### src/rtl/adc_128s.sv
// adc_128s: SPI-mode-0 slave emulating a 128S-style ADC; returns one of three 12-bit
// settings per frame. Optional chan_err flag enabled by defining ADC_CHAN_ERR_EN.
module adc_128s #(
  parameter int unsigned SYNC_STAGES = 2
) (
  input  logic        clk,
  input  logic        rst,
  input  logic        SS_n,
  input  logic        SCLK,
  input  logic        MOSI,
  input  logic [11:0] batt_set,
  input  logic [11:0] lft_cell_set,
  input  logic [11:0] rght_cell_set,
  output logic        MISO
`ifdef ADC_CHAN_ERR_EN
  ,
  output logic        chan_err
`endif
);

  typedef enum logic [1:0] {IDLE, SHIFT, DONE} state_t;

  state_t state, state_next;

  logic [SYNC_STAGES-1:0] ss_sync, sclk_sync, mosi_sync;
  logic                   ss_d, sclk_d;
  logic                   ss_q, sclk_q, mosi_q;
  logic [SYNC_STAGES:0]   flush;
  logic                   armed;

  logic [15:0] rx, tx, rx_next;
  logic [4:0]  bit_cnt;
  logic [2:0]  channel;
  logic [11:0] result;

  logic load_tx, rise_en, fall_en, latch_ch;
  logic ss_fall, sclk_rise, sclk_fall;

  assign ss_q   = ss_sync[SYNC_STAGES-1];
  assign sclk_q = sclk_sync[SYNC_STAGES-1];
  assign mosi_q = mosi_sync[SYNC_STAGES-1];

  always_ff @(posedge clk) begin
    if (rst) begin
      ss_sync   <= '1;
      sclk_sync <= '0;
      mosi_sync <= '0;
      ss_d      <= 1'b1;
      sclk_d    <= 1'b0;
    end else begin
      ss_sync   <= {ss_sync[SYNC_STAGES-2:0], SS_n};
      sclk_sync <= {sclk_sync[SYNC_STAGES-2:0], SCLK};
      mosi_sync <= {mosi_sync[SYNC_STAGES-2:0], MOSI};
      ss_d      <= ss_q;
      sclk_d    <= sclk_q;
    end
  end

  // The synchronizer resets to "SS_n high", so a select held low across reset would
  // look like a fresh fall; only arm once a genuinely sampled high has reached ss_q.
  always_ff @(posedge clk) begin
    if (rst) begin
      flush <= '0;
      armed <= 1'b0;
    end else begin
      flush <= {flush[SYNC_STAGES-1:0], 1'b1};
      if (flush[SYNC_STAGES] && ss_q)
        armed <= 1'b1;
    end
  end

  assign ss_fall   = armed && ss_d && !ss_q;
  assign sclk_rise = !sclk_d && sclk_q;
  assign sclk_fall = sclk_d && !sclk_q;
  assign rx_next   = {rx[14:0], mosi_q};

  always_comb begin
    result = '0;
    case (channel)
      3'd0:    result = lft_cell_set;
      3'd4:    result = rght_cell_set;
      3'd5:    result = batt_set;
      default: result = '0;
    endcase
  end

  always_ff @(posedge clk) begin
    if (rst)
      state <= IDLE;
    else
      state <= state_next;
  end

  always_comb begin
    state_next = state;
    load_tx    = 1'b0;
    rise_en    = 1'b0;
    fall_en    = 1'b0;
    latch_ch   = 1'b0;
    case (state)
      IDLE: begin
        if (ss_fall) begin
          state_next = SHIFT;
          load_tx    = 1'b1;
        end
      end
      SHIFT: begin
        if (ss_q) begin
          state_next = IDLE;
        end else if (sclk_rise) begin
          rise_en = 1'b1;
          if (bit_cnt == 5'd15) begin
            latch_ch   = 1'b1;
            state_next = DONE;
          end
        end else if (sclk_fall && bit_cnt != 5'd0) begin
          fall_en = 1'b1;
        end
      end
      DONE: begin
        if (ss_q)
          state_next = IDLE;
      end
      default: state_next = IDLE;
    endcase
  end

  always_ff @(posedge clk) begin
    if (rst) begin
      rx      <= '0;
      tx      <= '0;
      bit_cnt <= '0;
      channel <= '0;
    end else begin
      if (load_tx) begin
        tx      <= {4'h0, result};
        rx      <= '0;
        bit_cnt <= '0;
      end
      if (rise_en) begin
        rx      <= rx_next;
        bit_cnt <= bit_cnt + 5'd1;
      end
      if (fall_en)
        tx <= {tx[14:0], 1'b0};
      if (latch_ch)
        channel <= rx_next[13:11];
    end
  end

`ifdef ADC_CHAN_ERR_EN
  always_ff @(posedge clk) begin
    if (rst)
      chan_err <= 1'b0;
    else if (latch_ch)
      chan_err <= !(rx_next[13:11] == 3'd0 || rx_next[13:11] == 3'd4 ||
                    rx_next[13:11] == 3'd5);
  end
`endif

  assign MISO = (state == SHIFT) && tx[15];

endmodule

### config.mk
export PLATFORM = sky130hd
export DESIGN_NAME = adc_128s
export DESIGN_NICKNAME = d
export VERILOG_FILES = /design/src/rtl/adc_128s.sv
export SDC_FILE = /design/constraint.sdc
export NUM_CORES = 1
export LEC_CHECK = 0
export BUFFER_PORTS_ARGS = -buffer_cell sky130_fd_sc_hd__clkbuf_2
export CAP_MARGIN = 15
export CELL_PAD_IN_SITES_DETAIL_PLACEMENT = 1
export CELL_PAD_IN_SITES_GLOBAL_PLACEMENT = 2
export CORE_ASPECT_RATIO = 0.8
export CORE_UTILIZATION = 29
export CTS_BUF_LIST = sky130_fd_sc_hd__clkbuf_16
export CTS_CLUSTER_DIAMETER = 40
export DETAILED_ROUTE_END_ITERATION = 8
export HOLD_SLACK_MARGIN = 0.03
export PLACE_DENSITY = 0.76
export SKIP_CTS_REPAIR_TIMING = 1
export SLEW_MARGIN = 0
export SYNTH_ARGS = -nofsm -noshare
export SYNTH_HDL_FRONTEND = slang
export SYNTH_SLANG_ARGS = --single-unit
### constraint.sdc
create_clock -name clk -period 1.7 [get_ports clk]
set_input_delay 0.34 -clock clk [delete_from_list [all_inputs] [get_ports clk]]
set_output_delay 0.34 -clock clk [all_outputs]
set_load 0.01 [all_outputs]
# Word-level counts from Yosys, hierarchy flattened
# Cells that the tools add are included.
classes:
  n_addsub: 1
  eq_ne: 9
  mux: 27
  n_reduce_logical: 17
op_table:
  columns: ["operator", "count"]
  rows:
  - ["12-bit case mux with 3 select lines", 1]
  - ["16-bit 2-to-1 mux", 2]
  - ["13-bit 2-to-1 mux", 2]
  - ["1-bit 2-to-1 mux", 14]
  - ["2-bit 2-to-1 mux", 5]
  - ["5-bit 2-to-1 mux", 2]
  - ["1-bit logical AND", 7]
  - ["3-bit equality test (second input constant)", 2]
  - ["3-bit inequality test (second input constant)", 2]
  - ["2-bit case mux with 3 select lines", 1]
  - ["5-bit by 1-bit adder with 5-bit output (second input constant)", 1]
  - ["5-bit by 4-bit equality test with 1-bit output (second input constant)", 1]
  - ["5-bit nonzero test", 1]
  - ["2-bit inequality test (second input constant)", 2]
  - ["4-bit AND reduction", 1]
  - ["2-bit nonzero test", 2]
  - ["1-bit logical NOT", 3]
  - ["3-bit logical NOT", 1]
  - ["2-bit by 1-bit equality test with 1-bit output (second input constant)", 1]
  - ["2-bit equality test (second input constant)", 1]
  - ["2-bit logical NOT", 1]
  - ["2-bit OR reduction", 1]
totals:
  regBits: 51
  in_bits: 41
  output_inout_bits: 1
  elab_cells: 68

# Depth between registers and ports, before layout
# Gate-level depths: netlist of run 1.
logic_depth:
  word_depth: 8
  ltp_mapped: 7
  mapped_depth_nobuf: 6

# Worst setup path after synthesis of run 1
# No wires, ideal clock.
synth_path:
  path_type: "reg2reg"
  startpoint: "reg bit_cnt[0]"
  endpoint: "reg tx[1]"
  setup_time_ps: 58
  t_arrival_ps: 1698
  required_ps: 1642
  slack_ps: -56
  path_stages_with_launch: 8
  path_buffers: 1
  synth_period_minus_slack_ps: 1756
  path_cell_list: "dfxtp_1 -> inv_1 -> ha_1 -> or4b_4 -> and4_4 -> buf_6 -> nor3_4 -> a221o_2"
synth_via:
  elab_chain_cells: 7
  elab_cells_between_ends: 8
  classes_between: "mux (5); reduce/logical (3)"
synth_lines:
  columns: ["element", "line_no", "text"]
  rows:
  - ["from (decl)", "32", "logic [4:0] bit_cnt;"]
  - ["from (signal assigned)", "142", "bit_cnt <= bit_cnt + 5'd1;"]
  - ["5-bit nonzero test (*)", "116", "end else if (sclk_fall && bit_cnt != 5'd0) begin"]
  - ["1-bit logical AND (*)", "116", null]
  - ["1-bit 2-to-1 mux (*)", "116", null]
  - ["1-bit 2-to-1 mux (*)", "110", "end else if (sclk_rise) begin"]
  - ["1-bit 2-to-1 mux (*)", "108", "if (ss_q) begin"]
  - ["1-bit 2-to-1 mux (*)", "100", "case (state)"]
  - ["16-bit 2-to-1 mux / 2-bit nonzero test (equally long branches)", null, null]
  - ["to (signal assigned)", "136", "tx <= {4'h0, result};"]
  - ["to (signal assigned)", "145", "tx <= {tx[14:0], 1'b0};"]
  - ["to (decl)", "31", "logic [15:0] rx, tx, rx_next;"]
# Every way passes the cells marked *; elsewhere a longest branch is shown, timed or not.
# A chain may end at the register's enable or synchronous reset.

# Worst setup path in the final report of run 1
layout_path:
  startpoint: "reg bit_cnt[0]"
  endpoint: "reg tx[3]"
# Same word-level chain as after synthesis.

==> results by group, run 1 <==
Run status
  – Run status: finished, final reports clean

CTS
  – Maximum buffer depth of the clock tree: 2
  – Total clock sinks: 51
  – CTS tree: built
  – Clock-pin slew on the worst setup and hold paths: 0.07 ns
  – Clk root buf: clkbuf_16
  – Number of buffers created by CTS: 5
  – Worst-skew pair later-pin latency: 0.30 ns
  – H-tree levels: 2

STA
  – Hold Violations, Final: 0
  – Relative max-transition margin: 62.3%
  – Post-route fraction of the period consumed by the critical path: a little over nine tenths
  – Peak Freq: roughly 610 MHz
  – Count of pins over their slew limit: 0
  – Final setup violating endpoints: 0
  – Hold Slack: between 0.2 and 0.25 ns
  – Min Tclk post-route: around 1.6 ns
  – Clock Skews: 0.0114 ns
  – Unrepaired setup endpoints after global routing: true
  – Final setup margin: 0.0552 ns
  – Transition time of the tightest slew-check pin: around 0.57 ns
  – Final sum of negative setup slack: 0 ns

Pwr
  – Peak supply drop: ~0.44 mV
  – Power Dens Cells: 815 nW/um2
  – Static leakage: 0.00113 uW

Final layout
  – Most common cell after layout, fill and taps aside: dfxtp_1
  – Number of inserted filler cells in the final layout: between 900 and 1000
  – Share of final-layout standard cells stronger than drive strength 1: 33.7%
  – Post-synthesis to final-layout area growth: 29.1%
  – Antenna diode count: 0
  – Highest-count cells in the layout ignoring fill and taps: 49 x dfxtp_1, 47 x nand2_1, 41 x clkbuf_2
  – # nets final: 358

Logic synthesis
  – Number of distinct library cells after synthesis: 38
  – Synth Cell Area: 2220 um2
  – Per-instance average area after synthesis: 8.68 um2
  – Part of the Yosys area used for sequential elements: 46.0%
  – Async set or reset register ratio after synthesis: 0%
  – Number of synthesized register bits: 51
  – Number of nets produced by synthesis: 300
  – Number of flops mapped to enable cells by yosys: 0
  – Cell count after synthesis: 256
  – Prevailing post-synth register cell: dfxtp_1
  – Total number of yosys warnings: 0

Floorplanning
  – Effective utilization at floorplan: 30.0%
  – Site Rows: 28
  – Die height: 80.3 um
  – Area of the placeable core: 7390 um2
  – Die area: 8010 um2
  – I/O pin count: 42
  – Width of the die: approximately 100 um

Worst setup path
  – Worst endpoint data arrival time: 1.83 ns
  – Setup Crit Path Kind: reg2reg
  – Required time at the worst-slack endpoint: between 1.5 and 2 ns
  – Critical Path Fanout Max: 10
  – Critical Path Sink Type: flip-flop
  – Critical path startpoint category: flip-flop

Routing
  – First drt pass iteration count: 4
  – Final wirelength: 5730 um
  – Detailed-route via count: just under 2000
  – DRC errors left: 0
  – Count of routing violations after the opening detailed-route iteration: 40
  – Number of routed nets with antenna violations: 0
  – Average detailed-routed wire length per instance: approximately 14 um
  – Average vias per placed instance: 4.69

Min path
  – Class of the tightest hold or removal check: in2reg

GRT
  – Initial antenna violation count: 0
  – Wire length of the first global-routing pass: 9600 um
  – GR Util All Layers: 15.6%
  – Via count of the first global-routing pass: 1968
  – Global route total overflow: 0
  – Pin count of the biggest net entering global routing: 19

Placement
  – Routability congestion estimate: 0.737
  – Count of input and output buffers: between 40 and 50
  – Half-perimeter wire length of the detailed placement result: about 4500 um
  – Minimum setup slack after placement: -0.0295 ns

Flow run
  – Maximum Capacitance Violations: 0
report_power, final:
group / total, uW / switching, uW / internal, uW / leakage, uW
logic: 126 / 56.6 / 69.6 / 0.000653
clock network: 996 / 453 / 543 / 0.0000658
registers: 1220 / 6.37 / 1210 / 0.000414
critical path, cell delays in order (launching register included):
cell     delay (ns)
dfxtp_2        0.32
inv_1          0.04
ha_1           0.17
or4b_4         0.21
and4_4         0.25
nor3_4         0.04
buf_6          0.14
a221o_2        0.37
layer usage:
metal | GRT usage [%] | wire length, um | up-vias
li1 | - | - | 1008
met1 | 21.8 | 3010 | 943
met2 | 23.4 | 2540 | 12
met3 | 3.13 | 106 | 6
met4 | 5.74 | 77 | 0
met5 | 0 | 0 | -
synth_stat cells (all sizes together), types with 3 or more instances:
cell type | instances | area share [%]
a21oi | 35 | 7.9
a221o | 10 | 5.0
and2 | 4 | 1.1
buf | 5 | 1.3
clkbuf | 11 | 1.9
dfxtp | 51 | 46
ha | 3 | 1.7
inv | 6 | 1.0
mux2 | 9 | 4.6
mux2i | 3 | 1.4
nand2 | 47 | 7.9
nand3 | 25 | 5.6
nor2 | 6 | 1.0
nor2b | 10 | 2.8
nor3 | 5 | 1.6
cells by family (layout without fill, tap and decap cells):
| logic type | after synthesis | after routing | synth area share, % |
|---|---|---|---|
| AND/OR/NAND/NOR | 112 | 112 | 25.9 |
| AO/OA/AOI/OAI | 52 | 52 | 15.3 |
| flip-flops | 51 | 51 | 46.0 |
| multiplexers | 12 | 12 | 5.92 |
| buffers and inverters | 24 | 83 | 4.51 |
| adder cells (fa/ha/maj) | 3 | 3 | 1.69 |
| XOR/XNOR | 2 | 2 | 0.789 |
flip-flops by register name, indices dropped and copies added, names as in the netlist:
register	count
rx	13
mosi_sync	2
armed	1
tx	16
ss_d	1
bit_cnt	5
ss_sync	2
state	2
sclk_sync	2
sclk_d	1
channel	3
flush	3
worst paths after layout:
kind                                  from          to  slack (ns)  cells after the start
worst min-delay path                  SS_n  ss_sync[0]        0.23                      2
worst min register to register  ss_sync[0]  ss_sync[1]        0.41                      1
worst max-delay path            bit_cnt[0]       tx[3]        0.06                      7
worst max register to register  bit_cnt[0]       tx[3]        0.06                      7
metrics by stage:
stage,std cells,utilization (%),power [uW],instance area [um2]
after floorplan,256,-,1300,2220
after global placement,413,36.7,1370,2720
after detailed placement,413,36.7,1370,2720
after CTS,421,38.7,2370,2860
after global routing,420,38.8,2450,2870
final,420,38.8,2340,2870
final cells by class:
cell class,count,area [um2],area share [%]
repair buffers,67,417,14.5
well taps,105,131,4.58
clock buffers,5,125,4.36
multi-input cells,181,1120,39.1
clock inverters,3,20.0,0.698
inverters,8,30.0,1.05
flip-flops and latches,51,1020,35.7
Power figures use the tool's default switching activity.
==> inputs of run 2 (changes only) <==
Settings changed: MAX_ROUTING_LAYER from default to met4.
==> run 2 against run 1 <==
  * Clock skew about the same
  * Worst hold slack about the same
  * Global-route usage up 0.45 points
  * Count of clock-buffer cells in the layout unchanged
  * Largest cell class unchanged
==> results by group, run 2 (synthesized netlist as in run 1, its figures left out) <==
Run status
  – Run status: finished, final reports clean

Routing
  – Detailed-routing wirelength on met1: 2980 um (-0.87%)
  – Average vias per placed instance: 4.66 (-0.61%)
  – Count of routing violations after the opening detailed-route iteration: 38 (-5.0%)
  – Average detailed-routed wire length per instance: 13.6 um (-0.16%)
  – First drt pass iteration count: 4 (unchanged)
  – Final wirelength: 5720 um (-0.16%)
  – DRC errors left: 0 (unchanged)
  – Number of routed nets with antenna violations: 0 (unchanged)
  – Highest routed metal layer: met4
  – Detailed-route via count: 1957 (-0.61%)
  – Met3 wirelength from detailed routing: 130 um (+23%)
  – Length of routed met2 wiring: 2540 um (unchanged)

Final layout
  – Max reg flops: 16 (unchanged)
  – Post-synthesis to final-layout area growth: 29.1% (unchanged)
  – # nets final: 358 (unchanged)
  – Highest-count cells in the layout ignoring fill and taps: 49 x dfxtp_1, 47 x nand2_1, 41 x clkbuf_2
  – Register with the highest flop count: tx
  – Biggest registers after layout: tx x16, rx x13, bit_cnt x5
  – Share of final-layout standard cells stronger than drive strength 1: 33.7% (unchanged)
  – Antenna diode count: 0 (unchanged)
  – Most common cell after layout, fill and taps aside: dfxtp_1

CTS
  – CTS tree: built
  – Maximum buffer depth of the clock tree: 2 (unchanged)
  – Number of buffers created by CTS: 5 (unchanged)
  – Clk root buf: clkbuf_16
  – H-tree levels: 2 (unchanged)
  – Worst-skew pair later-pin latency: 0.30 ns (about the same)
  – Clock-pin slew on the worst setup and hold paths: 0.07 ns (about the same)
  – Total clock sinks: 51 (unchanged)

Pwr
  – Peak supply drop: 0.441 mV (about the same)
  – Power, Total: 2340 uW (about the same)
  – Static leakage: 0.00113 uW (unchanged)
  – Power Dens Cells: 815 nW/um2 (about the same)

Placement
  – Count of input and output buffers: 41 (unchanged)
  – Half-perimeter wire length of the detailed placement result: 4460 um (unchanged)
  – Routability congestion estimate: 0.746 (+1.2%)

GRT
  – Global route total overflow: 0 (unchanged)
  – Via count of the first global-routing pass: 1969 (+0.051%)
  – Initial antenna violation count: 0 (unchanged)
  – Wire length of the first global-routing pass: 9600 um (about the same)
  – GR Util All Layers: 16.0% (+0.45 points)
  – Pin count of the biggest net entering global routing: 19 (unchanged)

STA
  – Clock Skews: 0.0112 ns (-0.000190 ns)
  – Relative max-transition margin: 63.0% (+0.77 points)
  – Peak Freq: 607 MHz (-0.10%)
  – Count of pins over their slew limit: 0 (unchanged)
  – Min Tclk post-route: 1.65 ns (+0.00168 ns)
  – Final sum of negative setup slack: 0 ns (unchanged)
  – Post-route fraction of the period consumed by the critical path: 96.9% (+0.099 points)
  – Final setup violating endpoints: 0 (unchanged)
  – Unrepaired setup endpoints after global routing: true
  – Hold Violations, Final: 0 (unchanged)
  – Transition time of the tightest slew-check pin: 0.554 ns (-0.0116 ns)

Worst setup path
  – Worst endpoint data arrival time: 1.84 ns (about the same)
  – Setup Crit Path Kind: reg2reg
  – Required time at the worst-slack endpoint: 1.89 ns (about the same)
  – Critical Path Sink Type: flip-flop
  – Critical path startpoint category: flip-flop
  – Critical Path Fanout Max: 10 (unchanged)

Min path
  – Class of the tightest hold or removal check: in2reg

Flow run
  – Maximum Capacitance Violations: 0 (unchanged)

Floorplanning
  – Area of the placeable core: 7390 um2 (unchanged)
  – Die area: 8010 um2 (unchanged)
  – Width of the die: 99.8 um (unchanged)
  – I/O pin count: 42 (unchanged)
  – Die height: 80.3 um (unchanged)
  – Site Rows: 28 (unchanged)
  – Effective utilization at floorplan: 30.0% (unchanged)
==> run 2: cell counts in the layout (fill, tap and decap cells not counted) <==
Identical to the previous run, type by type.
==> run 2: final timing paths <==
kind	from	end	slack, ns	cells past startpoint
max reg2reg	bit_cnt[0]	tx[5]	0.05	7
min reg2reg	ss_sync[0]	ss_sync[1]	0.41	1
max	bit_cnt[0]	tx[5]	0.05	7
min	SS_n	ss_sync[0]	0.23	2
==> run 2: stage by stage <==
step | std cells | worst slack (ns) | hold WS [ns] | util, % | cell area, um2
2_1_floorplan | 256 | -0.0471 | 0.389 | - | 2220
3_3_place_gp | 413 | 0.00532 | 0.398 | 36.7 | 2720
3_5_place_dp | 413 | -0.0295 | 0.403 | 36.7 | 2720
4_1_cts | 421 | -0.0267 | 0.227 | 38.7 | 2860
5_1_grt | 420 | -0.00576 | 0.238 | 38.8 | 2870
6_report | 420 | 0.0535 | 0.232 | 38.8 | 2870
==> run 2: final cells by class <==
cell class                      instances  area, um2
Sequential cell                        51       1020
Clock buffer                            5        125
Fill cell                             904       4530
Clock inverter                          3       20.0
Multi-Input combinational cell        181       1120
Tap cell                              105        131
Inverter                                8       30.0
Timing Repair Buffer                   67        417
==> run 2: layer usage <==
| layer | vias up | GRT usage (%) |
|---|---|---|
| li1 | 1006 | - |
| met4 | 0 | 5.74 |
| met1 | 933 | 21.9 |
| met3 | 6 | 3.13 |
| met2 | 12 | 23.3 |
| met5 | - | - |
==> run 2: power breakdown <==
part           internal, uW  total [uW]  switching [uW]
sequential             1210        1220            6.38
combinational          69.6         126            56.6
clock                   543         996             453
==> run 2: worst max-delay path, stage by stage, from the launching register on <==
cell and delay (ns):
dfxtp_2 0.32, inv_1 0.04, ha_1 0.17, or4b_4 0.21
and4_4 0.25, nor3_4 0.04, buf_6 0.14, a221o_2 0.37
==> inputs of run 3 (changes only) <==
Settings changed: CELL_PAD_IN_SITES_DETAIL_PLACEMENT 1 to default, CELL_PAD_IN_SITES_GLOBAL_PLACEMENT 2 to default, CORE_UTILIZATION 29 to 49, PLACE_DENSITY 0.76 to 0.77.
==> run 3 against run 2 <==
  * The run now ends with setup timing left
  * Via count is 1.6% higher
  * Clock power fell by 5.1%
  * Core utilization rose by 28 points
  * Sequential power barely moved
  * Routed wire length decreased by 12%
  * Sequential share of layout area is 0.31 points higher
  * Worst hold slack improved by 0.0090 ns
  * Non-clock buffer count up 3
  * Count of clock-buffer cells in the layout unchanged
  * First-iteration DRC count grew to 3.0 times the previous value
  * Critical path depth shrank 1
  * Cell count is 11% lower
==> results by group, run 3 (synthesized netlist as in run 1, its figures left out) <==
STA
  – Clock Skews: 0.00675 ns (-0.00449 ns)
  – Final setup violating endpoints: 8 (+8)
  – Post-route fraction of the period consumed by the critical path: 105% (+8.1 points)
  – Count of pins over their slew limit: 0 (unchanged)
  – Final sum of negative setup slack: -0.454 ns (-0.454 ns)
  – Unrepaired setup endpoints after global routing: true
  – Final setup margin: -0.0842 ns (-0.138 ns)
  – Relative max-transition margin: 73.7% (+11 points)
  – Min Tclk post-route: 1.78 ns (+0.138 ns)
  – Peak Freq: 560 MHz (-7.7%)
  – Transition time of the tightest slew-check pin: 0.395 ns (-0.159 ns)
  – Hold Violations, Final: 0 (unchanged)
  – Hold Slack: 0.241 ns (+0.00901 ns)

Final layout
  – Biggest registers after layout: tx x16, rx x13, bit_cnt x5
  – Highest-count cells in the layout ignoring fill and taps: 47 x nand2_1, 47 x dfxtp_1, 41 x clkbuf_2
  – Share of final-layout standard cells stronger than drive strength 1: 36.2% (+2.5 points)
  – Final instance area: 2850 um2 (-0.61%)
  – # nets final: 361 (+0.84%)
  – Post-layout util: 66.9% (+28 points)
  – Number of inserted filler cells in the final layout: 364 (-60%)
  – Max reg flops: 16 (unchanged)
  – Area taken by multi-input logic gates: 1140 um2 (+1.6%)
  – Register with the highest flop count: tx
  – Post-synthesis to final-layout area growth: 28.3%
  – Antenna diode count: 0 (unchanged)
  – Combined flip-flop and latch cell area: 1030 um2 (+0.24%)

Pwr
  – Combinational share of power: 5.6% (+0.2 points)
  – Sw power: 471 uW (-8.8%)
  – Internal Dissipation: 1820 uW (-0.21%)
  – Peak supply drop: 0.632 mV (+43%)
  – Static leakage: 0.00116 uW (+2.6%)
  – Power Dens Cells: 803 nW/um2 (-1.5%)
  – Sequential fraction of design power: 53.1% (+1.1 points)
  – Relative contribution of the clock network to total power: 41.3% (-1.3 points)
  – Switching portion of total power: 20.6% (-1.5 points)

CTS
  – Number of buffers created by CTS: 5 (unchanged)
  – H-tree levels: 2 (unchanged)
  – CTS tree: built
  – Maximum buffer depth of the clock tree: 2 (unchanged)
  – Clk root buf: clkbuf_16
  – Clock-pin slew on the worst setup and hold paths: 0.06 ns (about the same)
  – Worst-skew pair later-pin latency: 0.28 ns (-0.02 ns)
  – Total clock sinks: 51 (unchanged)

Routing
  – Number of routed nets with antenna violations: 0 (unchanged)
  – Average detailed-routed wire length per instance: 13.4 um (-1.8%)
  – Detailed-route via count: 1988 (+1.6%)
  – Count of routing violations after the opening detailed-route iteration: 113 (+200%)
  – DRC errors left: 0 (unchanged)
  – Average vias per placed instance: 5.30 (+14%)
  – Final wirelength: 5010 um (-12%)
  – First drt pass iteration count: 7 (+3)

Run status
  – Violated checks: setup timing
  – Run status: finished with violations

Worst setup path
  – Critical path startpoint category: flip-flop
  – Setup Crit Path Kind: reg2reg
  – Setup slack, reg-to-reg: -0.08 ns (-0.14 ns)
  – Critical Path Fanout Max: 7 (-3)
  – Required time at the worst-slack endpoint: 1.87 ns (-0.02 ns)
  – Worst reg-to-reg path cell count: 6 (-1)
  – End of the worst register-to-register path: tx[8]
  – Critical Path Sink Type: flip-flop
  – Worst endpoint data arrival time: 1.95 ns (+0.11 ns)
  – Startpoint of the lowest-slack register-to-register path: bit_cnt[1]

Placement
  – Routability congestion estimate: 0.835 (+12%)
  – Count of input and output buffers: 41 (unchanged)
  – Half-perimeter wire length of the detailed placement result: 3590 um (-20%)
  – Placed Instance Area: 2630 um2 (-3.0%)

Floorplanning
  – Site Rows: 21 (-25%)
  – Die area: 4810 um2 (-40%)
  – I/O pin count: 42 (unchanged)
  – Die height: 62.2 um (-22%)
  – Width of the die: 77.3 um (-23%)
  – Effective utilization at floorplan: 52.2% (+22 points)
  – Area of the placeable core: 4260 um2 (-42%)

Min path
  – Number of instances on the worst hold path: 2 (unchanged)
  – Origin of the worst min-delay path: SS_n
  – Class of the tightest hold or removal check: in2reg
  – Endpoint with the worst hold slack: ss_sync[0]

GRT
  – Wire length of the first global-routing pass: 8020 um (-16%)
  – Pin count of the biggest net entering global routing: 38 (+19)
  – GR Util All Layers: 21.8% (+5.8 points)
  – Global route total overflow: 0 (unchanged)
  – Via count of the first global-routing pass: 1767 (-10%)
  – Initial antenna violation count: 0 (unchanged)

Flow run
  – Maximum Capacitance Violations: 0 (unchanged)
[run 3: cell types whose count changed in the layout (fill, tap and decap cells not counted), moves of 2 or more]
cell,delta
inv_2,+2
buf_4,+2
ha_1,-2
dfxtp_2,+2
dfxtp_1,-2
[run 3: cell type report]
class                   count  share of cell area, %
clock buffers               5                   4.39
clock inverters             3                  0.571
repair buffers             70                   15.5
flip-flops and latches     51                   36.0
inverters                   8                   1.05
multi-input cells         181                   39.9
well taps                  57                   2.50
[run 3: critical path, cell delays in order, from the launching register on]
cell and delay, ns:
dfxtp_2 0.32, inv_2 0.06, ha_4 0.12, or4b_4 0.47, nor4bb_4 0.18, buf_4 0.16
a221o_2 0.36
[run 3: worst max path at each step]
stage | startpoint | to | slack, ns | depth (start not counted)
2_1_floorplan | bit_cnt[0] | tx[1] | -0.05 | 7
3_3_place_gp | bit_cnt[0] | tx[6] | -0.46 | 5
3_5_place_dp | bit_cnt[0] | tx[8] | -0.11 | 6
4_1_cts | bit_cnt[0] | tx[8] | -0.12 | 6
5_1_grt | bit_cnt[1] | tx[8] | -0.12 | 6
6_report | bit_cnt[1] | tx[8] | -0.08 | 6
[run 3: stage by stage]
step	worst slack, ns	std cells	total power, uW
after detailed placement	-0.111	364	1360
after floorplan	-0.0471	256	1300
after global placement	-0.461	363	1360
after global routing	-0.120	375	2380
after CTS	-0.124	372	2310
final	-0.0842	375	2290
[run 3: layer usage]
layer  up-vias  share of wire, %  track usage, %  routed length (um)
met5         -                 0               -                   0
met4         0               1.1            7.78                  55
met3         5               2.3            4.85                 115
met2        24                47            33.3                2350
met1       942                50            28.2                2490
li1       1017                 -               -                   -
[run 3: power by group through the flow]
stage / Clock (uW) / Sequential [uW] / Combinational, uW
final: 945 / 1220 / 127
after detailed placement: 0 / 1240 / 120
after CTS: 969 / 1220 / 122
after floorplan: 0 / 1240 / 56.8
after global placement: 0 / 1240 / 119
after global routing: 1020 / 1220 / 140
